===== src/rtl/serial_add_receiver.sv =====
// serial_add_receiver: receiving end of the LSB-first bit-serial operand link.
// Adds two serial operand streams with a registered carry and reassembles the
// N-bit sum. The result and its carry-out are handed downstream over valid/ready.
//
// Ports:
//   clk, rst        - clock; synchronous active-high reset
//   a_bit, b_bit    - serial operand bits, LSB first
//   bit_valid       - a_bit/b_bit qualified this cycle
//   start           - marks bit 0 of a frame (only with bit_valid)
//   busy            - frame in progress
//   sum, cout       - parallel result of the last completed frame
//   out_valid       - result not yet taken
//   out_ready       - downstream accepts result
//   frame_err       - one-cycle pulse after a frame is aborted by an early start
module serial_add_receiver #(
    parameter int unsigned N = 4
) (
    input  logic         clk,
    input  logic         rst,
    input  logic         a_bit,
    input  logic         b_bit,
    input  logic         bit_valid,
    input  logic         start,
    output logic         busy,
    output logic [N-1:0] sum,
    output logic         cout,
    output logic         out_valid,
    input  logic         out_ready,
    output logic         frame_err
);

    localparam int unsigned CW = (N > 1) ? $clog2(N) : 1;

    typedef enum logic [1:0] {
        IDLE  = 2'd0,
        SHIFT = 2'd1,
        DONE  = 2'd2
    } state_t;

    state_t         state_q, state_d;
    logic [CW-1:0]  cnt_q, cnt_d;
    logic           carry_q, carry_d;
    logic [N-1:0]   sreg_q, sreg_d;
    logic [N-1:0]   sum_d;
    logic           cout_d;
    logic           out_valid_d;
    logic           frame_err_d;

    logic           accept_start;
    logic           accept_bit;
    logic           carry_in;
    logic           s;
    logic           c_next;
    logic           last;
    logic [N-1:0]   word;

    // Next-state, datapath and registered-output values
    always_comb begin
        state_d     = state_q;
        cnt_d       = cnt_q;
        carry_d     = carry_q;
        sreg_d      = sreg_q;
        sum_d       = sum;
        cout_d      = cout;
        out_valid_d = out_valid;
        frame_err_d = 1'b0;

        // In DONE a start is only honoured when the result leaves on the same edge
        accept_start = bit_valid && start && ((state_q != DONE) || out_ready);
        accept_bit   = bit_valid && !start && (state_q == SHIFT);

        carry_in = accept_start ? 1'b0 : carry_q;
        s        = a_bit ^ b_bit ^ carry_in;
        c_next   = (a_bit & b_bit) | (a_bit & carry_in) | (b_bit & carry_in);

        // New bit enters at the MSB; a start clears everything below it
        word = accept_start ? N'({s, N'(0)} >> 1) : N'({s, sreg_q} >> 1);
        last = accept_start ? (N == 1) : (cnt_q == CW'(N - 1));

        // Result handoff; may be overridden below by a back-to-back start
        if (state_q == DONE && out_ready) begin
            out_valid_d = 1'b0;
            state_d     = IDLE;
        end

        if (accept_start || accept_bit) begin
            carry_d = c_next;
            sreg_d  = word;
            if (last) begin
                sum_d       = word;
                cout_d      = c_next;
                out_valid_d = 1'b1;
                cnt_d       = '0;
                state_d     = DONE;
            end else begin
                cnt_d   = accept_start ? CW'(1) : CW'(cnt_q + CW'(1));
                state_d = SHIFT;
            end
        end

        frame_err_d = accept_start && (state_q == SHIFT);
    end

    // State and output registers
    always_ff @(posedge clk) begin
        if (rst) begin
            state_q   <= IDLE;
            cnt_q     <= '0;
            carry_q   <= 1'b0;
            sreg_q    <= '0;
            sum       <= '0;
            cout      <= 1'b0;
            out_valid <= 1'b0;
            busy      <= 1'b0;
            frame_err <= 1'b0;
        end else begin
            state_q   <= state_d;
            cnt_q     <= cnt_d;
            carry_q   <= carry_d;
            sreg_q    <= sreg_d;
            sum       <= sum_d;
            cout      <= cout_d;
            out_valid <= out_valid_d;
            busy      <= (state_d == SHIFT);
            frame_err <= frame_err_d;
        end
    end

endmodule


===== config.mk =====
export PLATFORM = sky130hd
export DESIGN_NAME = serial_add_receiver
export DESIGN_NICKNAME = d
export VERILOG_FILES = /design/src/rtl/serial_add_receiver.sv
export SDC_FILE = /design/constraint.sdc
export NUM_CORES = 1
export LEC_CHECK = 0
export ABC_AREA = 1
export CAP_MARGIN = 25
export CORE_MARGIN = 5
export CORE_UTILIZATION = 51
export DETAILED_ROUTE_END_ITERATION = 6
export MAX_ROUTING_LAYER = met4
export PLACE_DENSITY = 0.77
export RECOVER_POWER = 100
export SLEW_MARGIN = 15
export SYNTH_ARGS = -nofsm -noshare
export SYNTH_HDL_FRONTEND = slang
export SYNTH_SLANG_ARGS = --single-unit

===== constraint.sdc =====
create_clock -name clk -period 2.6 [get_ports clk]
set_input_delay 0.26 -clock clk [delete_from_list [all_inputs] [get_ports clk]]
set_output_delay 0.26 -clock clk [all_outputs]
set_load 0.01 [all_outputs]

======== Word level (Yosys, flattened, before mapping) ========
Index checks and enable logic that the tools add are counted.
Widths: inputs -> output; s select.
word-level totals
  register bits ........................... 17
  latch bits .............................. 0
  RAM bits ................................ 0
  bits in read-only memories .............. 0
  input bits .............................. 7
  output and inout port bits .............. 8
  logic and storage cells ................. 43
  memories ................................ 0
cells by class
  $add $sub $neg .......................... 1
  multipliers ............................. 0
  div/mod/pow operators ................... 0
  order comparisons ....................... 0
  equal/unequal tests ..................... 5
  shifts and indexed selects .............. 0
  mux-type cells .......................... 11
  bitwise gates (word level) .............. 7
  reductions and logical operators ........ 10
operators with widths
  operator             number
  $mux 2               5
  $logic_and 1x1->1    6
  $mux 1               5
  $eq 2x1->1 const B   2
  $eq 2x2->1 const B   2
  $and 1x1->1          3
  $mux 3               1
  $add 2x1->2 const B  1
  $logic_or 1x1->1     2
  $ne 2x2->1 const B   1
  $or 1x1->1           2
  $reduce_and 2->1     1
  $xor 1x1->1          2
  $logic_not 1->1      1

======== Longest topological paths before layout ========
Gate-level depths: netlist of the first run.
  depth in word-level cells ............... 7
  mapped depth ............................ 9
  gate-level depth less buffers ........... 9

======== Least setup slack after synthesis of the first run ========
Ideal clock, no wire load.
  path type ............................... register to register
  start point ............................. reg state_q[0]
  end point ............................... reg sum[3]
  setup time .............................. 0.070 ns
  arrival ................................. 1.464 ns
  data required time ...................... 2.530 ns
  slack ................................... 1.065 ns
  stages on the path, launching flop included .. 10
  path buffers ............................ 1
  period minus slack after synthesis ...... 1.535 ns
  path through ............................ dfxtp_1 -> inv_1 -> nand3_2 -> nand2_4 -> buf_6 -> nand2_1 -> fa_1 -> inv_1 -> nand4_1 -> a21oi_1
on the way
  word-level cells in the longest chain between the ends .. 5
  elaborated cells on any way between the ends .. 10
  classes of those cells .................. eq/ne: 2; mux: 2; bitwise: 1; reduce/logical: 5
ends and longest elaborated chain
  element                                                 RTL line  text
  start: declaration                                      40        state_t state_q, state_d;
  start signal: assignment                                117       state_q <= state_d;
  $ne 2x2->1                                              69        accept_start = bit_valid && start && ((state_q != DONE) || out_ready);
  $logic_or 1x1->1                                        69
  $logic_and 1x1->1                                       69
  $mux 1 (tied with other cells)                          72        carry_in = accept_start ? 1'b0 : carry_q;
  $xor 1x1->1 / $reduce_and 2->1 (equally long branches)  -
  end signal: assignment                                  121       sum <= sum_d;
  end: declaration                                        25        output logic [N-1:0] sum,
Parallel ways exist; a longest one is shown, timed or not.
A chain may end at the register's enable or synchronous reset.

======== Final worst setup path of the first run ========
  start point ............................. in out_ready
  end point ............................... reg sum[3]
on the way
  word-level cells in the longest chain between the ends .. 4
  elaborated cells on any way between the ends .. 7
  classes of those cells .................. mux: 2; bitwise: 1; reduce/logical: 4
ends and longest elaborated chain
  element                                                 RTL line  text
  start: declaration                                      28        input logic out_ready,
  $logic_or 1x1->1 *                                      69
  $logic_and 1x1->1 *                                     69
  $mux 1 (tied with other cells)                          72
  $xor 1x1->1 / $reduce_and 2->1 (equally long branches)  -
Mark *: on every way between the ends. The rest lies on a longest branch, timed or not.

==> flow_summary.ini, run 1 <==
[status]
outcome = finished clean

[drt]
wl_per_cell_um = 11.51
vias = 614
wl_um = 1404
wl_met2_um = 663
met1_length_um = 643
drc_errors = 0
drt-pass1-iter-count = 4
viasPerCell = 5.033
met3_length_um = 74
drtAntennaViolNets = 0
first_iter_violations = 13
route.top_layer_used = met4

[finish]
syn_to_final_growth_pct = 20.62
multiInputGateArea_um2 = 299.0
nNetsFinal = 117
postLayoutCoreUtil_pct = 66.10
final_cells = 122
antenna_cells = 0
drive_gt1_share_pct = 5.607
register_area_um2 = 320.3
fillCellCount = 122

[placement]
portBuffers = 14
dpl_worst_slack_ns = 0.6577
gp_congestion = 0.8668
dpl.hpwl_um = 1058
dp.cells = 118

[worst_setup_path]
arrival_ns = 2.18
critPathCaptureType = register
critPathKind = in2reg
rrSetupSlack_ns = 0.80
cp_max_fo = 14
start_kind = primary input
worstPathRequired_ns = 2.81

[timing]
fin_ws_ns = 0.6344
fin_crit_sh_pct = 75.60
rsz0062_at_grt = no
setup-violations-final = 0
fmax_mhz = 508.7
min_period_ns = 1.966
skew_ns = 0.002808
worst_slew_pin_slew_ns = 0.4443
setup_tns_ns = 0
slew_violations = 0
slew_headroom_pct = 70.29
final_hold_viol_count = 0
whs_ns = 0.4655

[yosys]
synth_fp_nets = 101
ys.flop_type = dfxtp_1
syn_inst = 92
yosys.area.top_type_share_pct = 44.37
avgSynthCellArea_um2 = 7.847
yosysMostFrequentCell = nand2_1
synthArstFlopShare_pct = 0
yosys.area.top_type = dfxtp_1
ys_top_cells_by_area = dfxtp_1 (44%), nand2_1 (10%), inv_1 (7.3%)
ys_top_cells_by_count = nand2_1 (20), dfxtp_1 (16), inv_1 (14)
ys_types = 22
syn_area_um2 = 721.9
ys_warn_count = 0
ys_seq_area_share_pct = 44.37
synth_seq_cells = 16
synth_edf_count = 0

[floorplan]
pin_count = 15
die_y_um = 47.63
design.core.area_um2 = 1318
die-area_um2 = 2268
rows = 13
start_util_pct = 54.80
die_x_um = 47.63

[clock_tree]
tritoncts = done
cts.sinks = 16
insertion_delay_ns = 0.29
cts_buffers = 3
root_buffer = clkbuf_4
path_clk_slew_ns = 0.09
clockBufferDepth = 2
cts_resized = 0
post_cts_buffers = 0
hold_buffers = 0
htreeDepth = 1

[power_and_ir_drop]
p_leak_uw = 0.0004000
ir_drop_uv = 371.8
power.density_nw_per_um2 = 534.1

[global_route]
grt_pass1_wl_um = 2346
antenna_found_initial = 0
grt_pass1_vias = 584
overflow = 0
grt_use_total_pct = 15.15
grt_max_degree = 15

[worst_hold_path]
hold_path_class = reg2reg

[run]
drv_cap = 0
## sequential cells by signal, indices dropped and copies added (netlist names)
signal     count
state_q        2
cnt_q          2
sreg_q         3
sum            4
carry_q        1
cout           1
busy           1
out_valid      1
frame_err      1
## path summary, 6_finish.rpt
| path | cells past startpoint | start | endpoint |
|---|---|---|---|
| hold / removal | 2 | cout | cout |
| hold reg to reg | 2 | cout | cout |
| setup / recovery | 9 | out_ready | sum[3] |
| setup reg to reg | 8 | state_q[0] | sum[3] |
## worst max-delay path: stages
cell and delay [ns]:
dlygate4sd3_1 0.53, inv_1 0.09, nand3_1 0.07, nand2_1 0.31, nand2_1 0.12, fa_1 0.44
inv_1 0.08, nand4_1 0.10, a21oi_1 0.17
## cells by family (layout without fill, tap and decap cells)
kind of cell | Yosys count | after routing | synth area share [%]
AND/OR/NAND/NOR | 41 | 41 | 29.64
adder cells (fa/ha/maj) | 2 | 2 | 4.506
flip-flops | 16 | 16 | 44.37
AO/OA/AOI/OAI | 15 | 15 | 11.09
buffers and inverters | 18 | 33 | 10.40
## cell usage in the layout (no fill, tap or decap), types with 3 or more instances in the layout
cell type / instances
a21oi_1: 10
clkbuf_4: 3
clkdlybuf4s50_1: 5
dfxtp_1: 16
dlygate4sd3_1: 9
inv_1: 15
nand2_1: 22
nand3_1: 3
nand4_1: 6
nor2_1: 6
o21ai_0: 3
## metrics by stage
step / instance area [um^2] / total power [uW]
floorplan: 721.9 / 293.9
global placement: 862.1 / 310.0
detailed placement: 862.1 / 312.0
CTS: 898.4 / 470.3
global route: 870.8 / 486.4
finish: 870.8 / 465.1
## layout make-up
type | count | share of cell area, %
tap | 15 | 2.155
multi-input combinational | 58 | 34.34
clock buffer | 4 | 4.167
inverter | 15 | 6.466
timing repair buffer | 14 | 16.09
sequential | 16 | 36.78
## routing by layer
| metal | up-vias | GRT usage (%) |
|---|---|---|
| met3 | 6 | 3.383 |
| li1 | 321 | - |
| met2 | 14 | 24.06 |
| met1 | 273 | 18.37 |
| met5 | - | - |
| met4 | 0 | 6.452 |
## report_power, final
part / total (uW) / internal (uW) / switching [uW]
combinational: 46.9 / 19.4 / 27.4
sequential: 256 / 252 / 4.11
clock: 163 / 85.3 / 77.3
total: 465 / 356 / 109
(Power assumes the default switching activity.)
==> run 2: changes to the inputs <==
--- a/config.mk
+++ b/config.mk
@@ -8,10 +8,10 @@
 export ABC_AREA = 1
 export CAP_MARGIN = 25
 export CORE_MARGIN = 5
-export CORE_UTILIZATION = 51
+export CORE_UTILIZATION = 43
 export DETAILED_ROUTE_END_ITERATION = 6
 export MAX_ROUTING_LAYER = met4
-export PLACE_DENSITY = 0.77
+export PLACE_DENSITY = 0.69
 export RECOVER_POWER = 100
 export SLEW_MARGIN = 15
 export SYNTH_ARGS = -nofsm -noshare
==> constraint.sdc (replaced) <==
create_clock -name clk -period 1.78 [get_ports clk]
set_input_delay 0.178 -clock clk [delete_from_list [all_inputs] [get_ports clk]]
set_output_delay 0.178 -clock clk [all_outputs]
set_load 0.01 [all_outputs]
==> run 2 against run 1 <==
  * Sequential share of layout area decreased by 1.1 points
  * Total power increased by 47%
  * Combinational power increased by 53%
  * Non-clock buffer count increased by 2
  * Clock skew increased by 0.0057 ns
  * Global-route usage decreased by 2.6 points
  * Clock power increased by 48%
  * Sequential power increased by 46%
  * Register-to-register slack got worse by 0.55 ns
  * Routed wire length decreased by 2.1%
  * Critical endpoint is now cout
  * Largest cell class unchanged
==> flow_summary.ini, run 2 (synthesis gave the netlist of run 1 again) <==
[timing]
skew_ns = 0.008465
setup-violations-final = 0
worst_slew_pin_slew_ns = 0.6908
slew_headroom_pct = 53.77
slew_violations = 0
fmax_mhz = 654.2
final_hold_viol_count = 0
fin_crit_sh_pct = 85.88
rsz0062_at_grt = no
setup_tns_ns = 0
min_period_ns = 1.529
whs_ns = 0.4624

[finish]
top_register = sum
drive_gt1_share_pct = 8.257
largest_register_ffs = 4
antenna_cells = 0
nNetsFinal = 119
layout_common_cells = nand2_1 (22), dfxtp_1 (16), inv_1 (14)
final_common_cell = nand2_1
reg_top3 = sum: 4 flops, sreg_q: 3 flops
syn_to_final_growth_pct = 24.26
final_cells = 125

[global_route]
grt_pass1_vias = 572
met2_usage_pct = 18.60
grtUsageMet3_pct = 3.198
overflow = 0
grt_use_total_pct = 12.55
grt_pass1_wl_um = 2449
grt_max_degree = 14
antenna_found_initial = 0
busiest_layer = met2
grt_util_met1_pct = 15.10

[worst_setup_path]
rrSetupSlack_ns = 0.25
critPathKind = reg2reg
worstPathRequired_ns = 1.96
arrival_ns = 1.71
rr_startpoint = state_q[0]
critPathCaptureType = register
start_kind = register
cp_max_fo = 9
critPathCapture = cout
critPathLaunch = state_q[0]
r2r_cells = 5
r2r-end = cout

[floorplan]
rows = 14
die-area_um2 = 2598
die_y_um = 50.98
start_util_pct = 46.83
pin_count = 15
design.core.area_um2 = 1541
die_x_um = 50.98

[clock_tree]
clockBufferDepth = 2
root_buffer = clkbuf_4
cts_resized = 0
hold_buffers = 0
path_clk_slew_ns = 0.10
tritoncts = done
htreeDepth = 1
cts.sinks = 16
insertion_delay_ns = 0.29
post_cts_buffers = 0
cts_buffers = 3

[placement]
dp.cells = 121
dpl.hpwl_um = 1040
portBuffers = 14
gp_congestion = 0.8391

[power_and_ir_drop]
p_leak_uw = 0.0004094
power.density_nw_per_um2 = 764.3
ir_drop_uv = 546.7

[drt]
vias = 614
first_iter_violations = 9
drc_errors = 0
drt-pass1-iter-count = 4
wl_per_cell_um = 10.99
drtAntennaViolNets = 0
viasPerCell = 4.912
wl_um = 1374

[run]
drv_cap = 0

[status]
outcome = finished clean

[worst_hold_path]
hold_path_class = reg2reg
run 2: stage by stage:
step	cell area, um^2	power, uW	setup WS (ns)	utilization (%)
floorplan	721.9	429.3	0.2453	-
global placement	878.3	457.2	0.09804	56.98
detailed placement	878.3	458.2	0.06486	56.98
CTS	914.6	702.4	0.2928	59.33
global route	897.1	730.9	0.08704	58.20
finish	897.1	685.7	0.2514	58.20
run 2: routing by layer:
layer,vias to the layer above,part of all wire [%]
met5,-,0
met4,0,0.66
met3,2,7.3
met2,15,46
met1,266,46
li1,331,-
run 2: critical path, cell delays in order (launching register included):
cell	delay [ns]
dfxtp_1	0.40
nand2_1	0.11
nor2_1	0.56
nand3_4	0.19
nand2_1	0.09
a21oi_1	0.07
run 2: area by class of cell:
| class | instances | area [um^2] |
|---|---|---|
| Clock buffer | 4 | 36.28 |
| Fill cell | 145 | 644.4 |
| Inverter | 15 | 56.30 |
| Multi-Input combinational cell | 58 | 309.0 |
| Sequential cell | 16 | 320.3 |
| Tap cell | 16 | 20.02 |
| Timing Repair Buffer | 16 | 155.1 |
run 2: worst min-delay path by stage:
stage,start,end,slack [ns],cells after the start
floorplan,rst,frame_err,0.26,1
global placement,sreg_q[1],sreg_q[1],0.45,2
detailed placement,sum[2],sum[2],0.45,2
CTS,sreg_q[1],sreg_q[1],0.47,2
global route,sum[2],sum[2],0.49,2
finish,sreg_q[1],sreg_q[1],0.46,2
run 2: power breakdown:
group          switching (uW)  leakage [uW]  internal (uW)
clock                     116     0.0000210            125
sequential               5.87      0.000130            367
combinational            40.1      0.000258           31.6
total                     162      0.000409            524
==> run 3: changes to the inputs <==
--- a/config.mk
+++ b/config.mk
@@ -13,7 +13,6 @@
 export MAX_ROUTING_LAYER = met4
 export PLACE_DENSITY = 0.69
 export RECOVER_POWER = 100
-export SLEW_MARGIN = 15
 export SYNTH_ARGS = -nofsm -noshare
 export SYNTH_HDL_FRONTEND = slang
 export SYNTH_SLANG_ARGS = --single-unit
==> results of run 3 <==
Final layout, timing and power as in run 2 (identical DEF).
